### src/rtl/icache_pkg.sv
// Shared encodings and defaults for the direct-mapped instruction cache.
// Holds the FSM state codes, the state enum and default geometry.
package icache_pkg;

  localparam logic [1:0] ICACHE_IDLE = 2'd0;
  localparam logic [1:0] ICACHE_MISS = 2'd1;
  localparam logic [1:0] ICACHE_DROP = 2'd2;

  localparam int ICACHE_INDEX_W = 6;
  localparam int ICACHE_ADDR_W  = 18;

  typedef enum logic [1:0] {
    ST_IDLE = ICACHE_IDLE,
    ST_MISS = ICACHE_MISS,
    ST_DROP = ICACHE_DROP
  } icache_state_t;

  function automatic int icache_tag_w(
    input int addr_w,
    input int index_w
  );
    return addr_w - index_w - 2;
  endfunction

endpackage

### src/rtl/icache_array.sv
// Valid/tag/data storage: combinational read by index, one sync write.
// Ports: clk_in, rst_in (clears valid), rd_* read side, wr_* fill side.
import icache_pkg::*;

module icache_array #(
  parameter int INDEX_W = ICACHE_INDEX_W,
  parameter int TAG_W   = 10
) (
  input  logic               clk_in,
  input  logic               rst_in,
  input  logic [INDEX_W-1:0] rd_idx,
  output logic               rd_valid,
  output logic [TAG_W-1:0]   rd_tag,
  output logic [31:0]        rd_data,
  input  logic               wr_en,
  input  logic [INDEX_W-1:0] wr_idx,
  input  logic [TAG_W-1:0]   wr_tag,
  input  logic [31:0]        wr_data
);

  localparam int LINES = 1 << INDEX_W;

  logic [LINES-1:0] valid_q;
  logic [TAG_W-1:0] tag_q  [LINES];
  logic [31:0]      data_q [LINES];

  always_ff @(posedge clk_in) begin
    if (rst_in) begin
      valid_q <= '0;
    end else if (wr_en) begin
      valid_q[wr_idx] <= 1'b1;
    end
  end

  // Tag/data need no reset: valid gates every use.
  always_ff @(posedge clk_in) begin
    if (wr_en) begin
      tag_q[wr_idx]  <= wr_tag;
      data_q[wr_idx] <= wr_data;
    end
  end

  assign rd_valid = valid_q[rd_idx];
  assign rd_tag   = tag_q[rd_idx];
  assign rd_data  = data_q[rd_idx];

endmodule

### src/rtl/icache_direct.sv
// Direct-mapped one-word-line icache between IF and the memory fetch port.
// Ports: clk_in/rst_in/rdy_in/roll_back, IF side (fetch_start, pc,
// finish_fetch, instruction_out), memory side (mem_fetch_start, mem_pc,
// mem_finish, mem_instruction); ICACHE_STATS_EN adds hit/miss_count.
import icache_pkg::*;

module icache_direct #(
  parameter int INDEX_W = ICACHE_INDEX_W,
  parameter int ADDR_W  = ICACHE_ADDR_W
) (
  input  logic        clk_in,
  input  logic        rst_in,
  input  logic        rdy_in,
  input  logic        roll_back,
  input  logic        fetch_start,
  input  logic [31:0] pc,
  output logic        finish_fetch,
  output logic [31:0] instruction_out,
  output logic        mem_fetch_start,
  output logic [31:0] mem_pc,
  input  logic        mem_finish,
  input  logic [31:0] mem_instruction
`ifdef ICACHE_STATS_EN
  ,
  output logic [31:0] hit_count,
  output logic [31:0] miss_count
`endif
);

  localparam int TAG_W = icache_tag_w(ADDR_W, INDEX_W);

  icache_state_t state_q, state_d;
  logic [31:0]   req_pc_q, req_pc_d;
  logic          finish_q, finish_d;
  logic [31:0]   instr_q, instr_d;
  logic          mreq_q, mreq_d;

  logic [INDEX_W-1:0] lu_idx, fill_idx;
  logic [TAG_W-1:0]   lu_tag, fill_tag;
  logic               rd_valid;
  logic [TAG_W-1:0]   rd_tag;
  logic [31:0]        rd_data;
  logic               hit;
  logic               wr_en;
  logic               acc_hit, acc_miss;

  assign lu_idx   = pc[INDEX_W+1:2];
  assign lu_tag   = pc[ADDR_W-1:INDEX_W+2];
  assign fill_idx = req_pc_q[INDEX_W+1:2];
  assign fill_tag = req_pc_q[ADDR_W-1:INDEX_W+2];

  logic unused_addr;
  assign unused_addr = ^{pc[31:ADDR_W], pc[1:0],
                         req_pc_q[31:ADDR_W], req_pc_q[1:0]};

  icache_array #(
    .INDEX_W(INDEX_W),
    .TAG_W  (TAG_W)
  ) u_array (
    .clk_in  (clk_in),
    .rst_in  (rst_in),
    .rd_idx  (lu_idx),
    .rd_valid(rd_valid),
    .rd_tag  (rd_tag),
    .rd_data (rd_data),
    .wr_en   (wr_en),
    .wr_idx  (fill_idx),
    .wr_tag  (fill_tag),
    .wr_data (mem_instruction)
  );

  assign hit = rd_valid && (rd_tag == lu_tag);

  always_comb begin
    state_d  = state_q;
    req_pc_d = req_pc_q;
    finish_d = 1'b0;
    instr_d  = instr_q;
    mreq_d   = mreq_q;
    wr_en    = 1'b0;
    acc_hit  = 1'b0;
    acc_miss = 1'b0;
    if (rdy_in) begin
      unique case (state_q)
        ST_IDLE: begin
          // finish_q blocks re-accepting a request IF has not dropped yet
          if (fetch_start && !finish_q) begin
            if (hit) begin
              acc_hit  = 1'b1;
              finish_d = !roll_back;
              if (!roll_back) instr_d = rd_data;
            end else if (!roll_back) begin
              acc_miss = 1'b1;
              req_pc_d = pc;
              mreq_d   = 1'b1;
              state_d  = ST_MISS;
            end
          end
        end
        ST_MISS: begin
          if (mem_finish) begin
            wr_en   = 1'b1;
            mreq_d  = 1'b0;
            state_d = ST_IDLE;
            if (!roll_back) begin
              finish_d = 1'b1;
              instr_d  = mem_instruction;
            end
          end else if (roll_back) begin
            // memory cannot abort; wait it out silently
            state_d = ST_DROP;
          end
        end
        ST_DROP: begin
          if (mem_finish) begin
            wr_en   = 1'b1;
            mreq_d  = 1'b0;
            state_d = ST_IDLE;
          end
        end
        default: begin
          state_d = ST_IDLE;
          mreq_d  = 1'b0;
        end
      endcase
    end
  end

  always_ff @(posedge clk_in) begin
    if (rst_in) begin
      state_q  <= ST_IDLE;
      req_pc_q <= '0;
      finish_q <= 1'b0;
      instr_q  <= '0;
      mreq_q   <= 1'b0;
    end else if (rdy_in) begin
      state_q  <= state_d;
      req_pc_q <= req_pc_d;
      finish_q <= finish_d;
      instr_q  <= instr_d;
      mreq_q   <= mreq_d;
    end
  end

  assign finish_fetch    = finish_q;
  assign instruction_out = instr_q;
  assign mem_fetch_start = mreq_q;
  assign mem_pc          = req_pc_q;

`ifdef ICACHE_STATS_EN
  always_ff @(posedge clk_in) begin
    if (rst_in) begin
      hit_count  <= '0;
      miss_count <= '0;
    end else if (rdy_in) begin
      if (acc_hit)  hit_count  <= hit_count + 32'd1;
      if (acc_miss) miss_count <= miss_count + 32'd1;
    end
  end
`else
  logic unused_stats;
  assign unused_stats = acc_hit ^ acc_miss;
`endif

endmodule

### config.mk
export PLATFORM = sky130hd
export DESIGN_NAME = icache_direct
export DESIGN_NICKNAME = d
export VERILOG_FILES = /design/src/rtl/icache_pkg.sv /design/src/rtl/icache_array.sv /design/src/rtl/icache_direct.sv
export SDC_FILE = /design/constraint.sdc
export NUM_CORES = 2
export LEC_CHECK = 0
export ABC_CLOCK_PERIOD_IN_PS = 5200
export CAP_MARGIN = 20
export CORE_UTILIZATION = 50
export DETAILED_ROUTE_END_ITERATION = 16
export DONT_BUFFER_PORTS = 1
export PLACE_DENSITY = 0.72
export SKIP_CTS_REPAIR_TIMING = 1
export SLEW_MARGIN = 20
export SYNTH_ARGS = -nofsm -noshare
export SYNTH_HDL_FRONTEND = slang
export SYNTH_SLANG_ARGS = --single-unit
### constraint.sdc
create_clock -name clk_in -period 5.2 [get_ports clk_in]
set_input_delay 1.04 -clock clk_in [delete_from_list [all_inputs] [get_ports clk_in]]
set_output_delay 1.04 -clock clk_in [all_outputs]
set_load 0.01 [all_outputs]
==> key figures <==
Worst hold path
  – Hold Path Origin: mem_instruction[26]
  – Hold endpoint: u_array.data_q[38][26]$_DFFE_PP_
  – Hold WC Path Type: primary input to flop
  – Hold depth: 0

Clock tree
  – Sinks on Clock Net: about 2,800
  – Root Buffer: clkbuf_16
  – Clk_lat worst skew: 0.95 ns
  – H-tree level count: 5
  – CTS tree: built
  – Clock Tree Buf Depth: 4
  – Total CTS buffers: 299
  – Reg clk slew, reported paths: about 0.060 ns

Global route
  – Grt total ovfl: 0
  – Met3 usage: 5.77%
  – Largest net degree at the start of global routing: 673
  – Antenna violations before repair: 5
  – Vias in the first global route: 52,634
  – First-pass GRT wire length: ~400 mm
  – M2 GR Usage: 42.3%
  – GR Layer Usage met1: 35.0%
  – Gr busiest metal: met2
  – Gr usage total: 26.4%

STA
  – Final Cycle Share: 94.7%
  – Worst Max-Slew Pin Slew: 1.27 ns
  – Fmax: just over 200 MHz
  – Worst hold slack: 0.184 ns
  – Final setup skew: 0.0787 ns
  – RSZ-0062 raised after global routing: no
  – Final Hold Fails: 0
  – Post-Route Setup TNS: 0 ns
  – Final worst setup slack: roughly 0.27 ns
  – Clock period minus worst slack: approximately 4.9 ns
  – Max-slew headroom: 15.6%
  – Setup violators final: 0
  – Final Max Slew Viols: 0

Final layout
  – Layout Nets: 5,023
  – Multi-input gate area: 24,100 um2
  – Register area: ~83,000 um2
  – Layout cells sized above 1: 28.7%
  – Synth-to-layout area growth: 12.3%
  – Fillers: 15,150
  – Non-Filler Instances: 7,998

Route
  – DR DRC count: 0
  – Via/cell ratio: 6.66
  – Routed Antenna Nets: 0
  – Initial DRC count: 7,730
  – Wire length per cell: 36.2 um
  – DR vias: 53,259
  – Post-Route WL: 289 mm
  – DRT Pass-1 Iters: 6

Floorplan
  – Starting density of the core: 50.5%
  – Chip height: 468 um
  – Area of the die: ~220,000 um2
  – IO Pins: 136
  – FP Rows: 170
  – Core Box Area: 215,000 um2
  – Die span in x: 468 um

Power
  – Leakage: around 37 nW
  – Maximum VDD drop: around 360 uV
  – Power Density: 385 nW/um2

Critical path
  – Worst r2r src: u_array.valid_q[47]$_SDFFE_PP0P_
  – Crit Path Max Fanout: just under 200
  – RR Endpoint: mem_pc[24]$_SDFFE_PP0P_
  – Crit start category: primary input
  – Cell Chain, Critical Path: buf_16 -> buf_16 -> nor2_2 -> a22oi_1 -> o211ai_1 -> nand4_1 -> xnor2_1 -> a21oi_1 -> nor4_2 -> a41o_2 -> buf_4 -> a21oi_1 -> a211oi_1
  – CP Class: primary input to flop
  – Critical Path End Type: flop
  – FF-to-FF path depth: 9
  – CP required: 6.04 ns
  – Crit-path max cell delay: between 0.6 and 0.7 ns
  – CP arrival: 5.77 ns
  – R2R setup slack: 1.50 ns
  – Worst path slowest cell: buf_16

Synth
  – Dominant synthesized flop cell: edfxtp_1
  – Mapped Area: 109,000 um2
  – Post-synthesis async set-or-reset flop share: 0%
  – Mux share of post-synthesis cell area: 18.1%
  – Post-synth EDFFs: 2,688
  – Synth warn: 0
  – Nets in the synthesized netlist: 4,827
  – Gate count of the mapped netlist: 4,754
  – Register area share after synthesis: ~77%
  – Synth Register Bits: 2,820
  – Largest family of logic cells by synthesized area: multiplexers
  – Syn_area_per_cell: about 23 um2
  – Simple-gate share of the synthesized area: 1.82%
  – Synth Area in XOR/XNOR: 0.0726%
  – Unique masters post-synth: between 60 and 70
  – Adder-cell share of the synthesized area: 0.0346%
  – Synth Area in Compound Gates: 1.74%

Placed design
  – Routability Congestion: 0.821
  – Pre-CTS WS: around 0.49 ns
  – Post-Place Cells: roughly 7,500
  – Hpwl dp: approximately 150 mm
  – Number of port buffers: 0

Status
  – Status: finished, final reports clean

Run
  – MaxCap Viol Count: 0
worst max-delay path: cells and delay by family:
kind                   cells  cell delay [ns]
XOR/XNOR                   1             0.14
AO/OA/AOI/OAI              6             1.42
AND/OR/NAND/NOR            3             0.98
buffers and inverters      3             1.67
kinds of logic after synthesis:
kind of cell             count (synthesis)
AND/OR/NAND/NOR                        409
adder cells (fa/ha/maj)                  3
XOR/XNOR                                 9
AO/OA/AOI/OAI                          245
multiplexers                           988
buffers and inverters                  280
flip-flops                            2820
power by group:
group	switching, mW	internal, mW
Sequential	0.0703	24.9
Combinational	0.917	0.831
Clock	8.46	11.8
synthesized netlist by cell type, types with 5 or more instances:
cell | n | area share, %
and2_1 | 5 | 0.029
a21oi_1 | 53 | 0.24
a211oi_1 | 11 | 0.076
buf_2 | 83 | 0.38
o211ai_1 | 8 | 0.055
o21ai_0 | 16 | 0.074
nand2b_1 | 64 | 0.37
inv_1 | 9 | 0.031
edfxtp_1 | 2688 | 74
clkbuf_1 | 72 | 0.25
a221oi_1 | 12 | 0.097
nand2_1 | 44 | 0.15
a211oi_2 | 30 | 0.35
o21ba_2 | 14 | 0.13
buf_4 | 59 | 0.41
a311oi_1 | 6 | 0.048
buf_8 | 5 | 0.069
nand4_1 | 13 | 0.075
xnor2_1 | 9 | 0.073
mux4_2 | 778 | 16
nand3_1 | 25 | 0.12
nor2_1 | 195 | 0.67
buf_1 | 19 | 0.066
nor2b_1 | 20 | 0.12
dfxtp_1 | 132 | 2.4
mux2_2 | 9 | 0.093
nor3_1 | 17 | 0.078
buf_6 | 26 | 0.27
a22oi_1 | 48 | 0.33
mux2i_1 | 201 | 1.9
nand3b_1 | 5 | 0.035
a31oi_1 | 9 | 0.052
layout by cell type, fill, tap and decap left out, drive strengths merged, types with 12 or more instances in the layout:
cell type,n
a21oi,53
bufinv,19
nor2b,20
nand4,13
edfxtp,2688
nand2b,64
a221oi,12
mux2i,201
mux4,778
a211oi,41
o21ba,14
o21ai,19
nor3,17
nor2,199
nand3,26
clkinv,104
clkbuf,378
nand2,44
a22oi,48
dfxtp,132
buf,159
inv,15
how the worst max path moves through the flow:
stage,from,end,depth (start not counted)
floorplan,pc[3],instruction_out[26]$_SDFFE_PP0P_,13
global placement,pc[2],mem_pc[17]$_SDFFE_PP0P_,8
detailed placement,pc[3],instruction_out[0]$_SDFFE_PP0P_,12
CTS,pc[3],instruction_out[6]$_SDFFE_PP0P_,12
global route,pc[2],instruction_out[4]$_SDFFE_PP0P_,8
finish,pc[3],instruction_out[0]$_SDFFE_PP0P_,13
registers in the layout (all words and copies together) (netlist names):
signal           cells
mem_fetch_start      1
u_array.tag_q      640
mem_pc              32
instruction_out     32
u_array.data_q    2048
u_array.valid_q     64
finish_fetch         1
state_q              2
final cells by class:
cell class / count / share of cell area (%)
Antenna cell: 2 / 0.00410
Timing Repair Buffer: 161 / 1.40
Clock inverter: 133 / 0.939
Sequential cell: 2820 / 68.4
Inverter: 14 / 0.0451
Clock buffer: 376 / 6.58
Tap cell: 2838 / 2.91
Multi-Input combinational cell: 1654 / 19.8
through the flow:
stage               utilization (%)  power, mW  area [um2]
finish                         56.7       47.0      122000
global placement               52.3       26.8      112000
floorplan                         -       26.8      109000
global route                   56.7       48.1      122000
detailed placement             52.3       26.9      112000
CTS                            56.5       46.9      122000
metal layers:
layer / vias up / wire (um)
li1: 20534 / -
met1: 28442 / 102000
met2: 3596 / 141000
met3: 683 / 32000
met4: 4 / 14300
met5: - / 27
No activity file was read; power rests on OpenSTA's default activity.
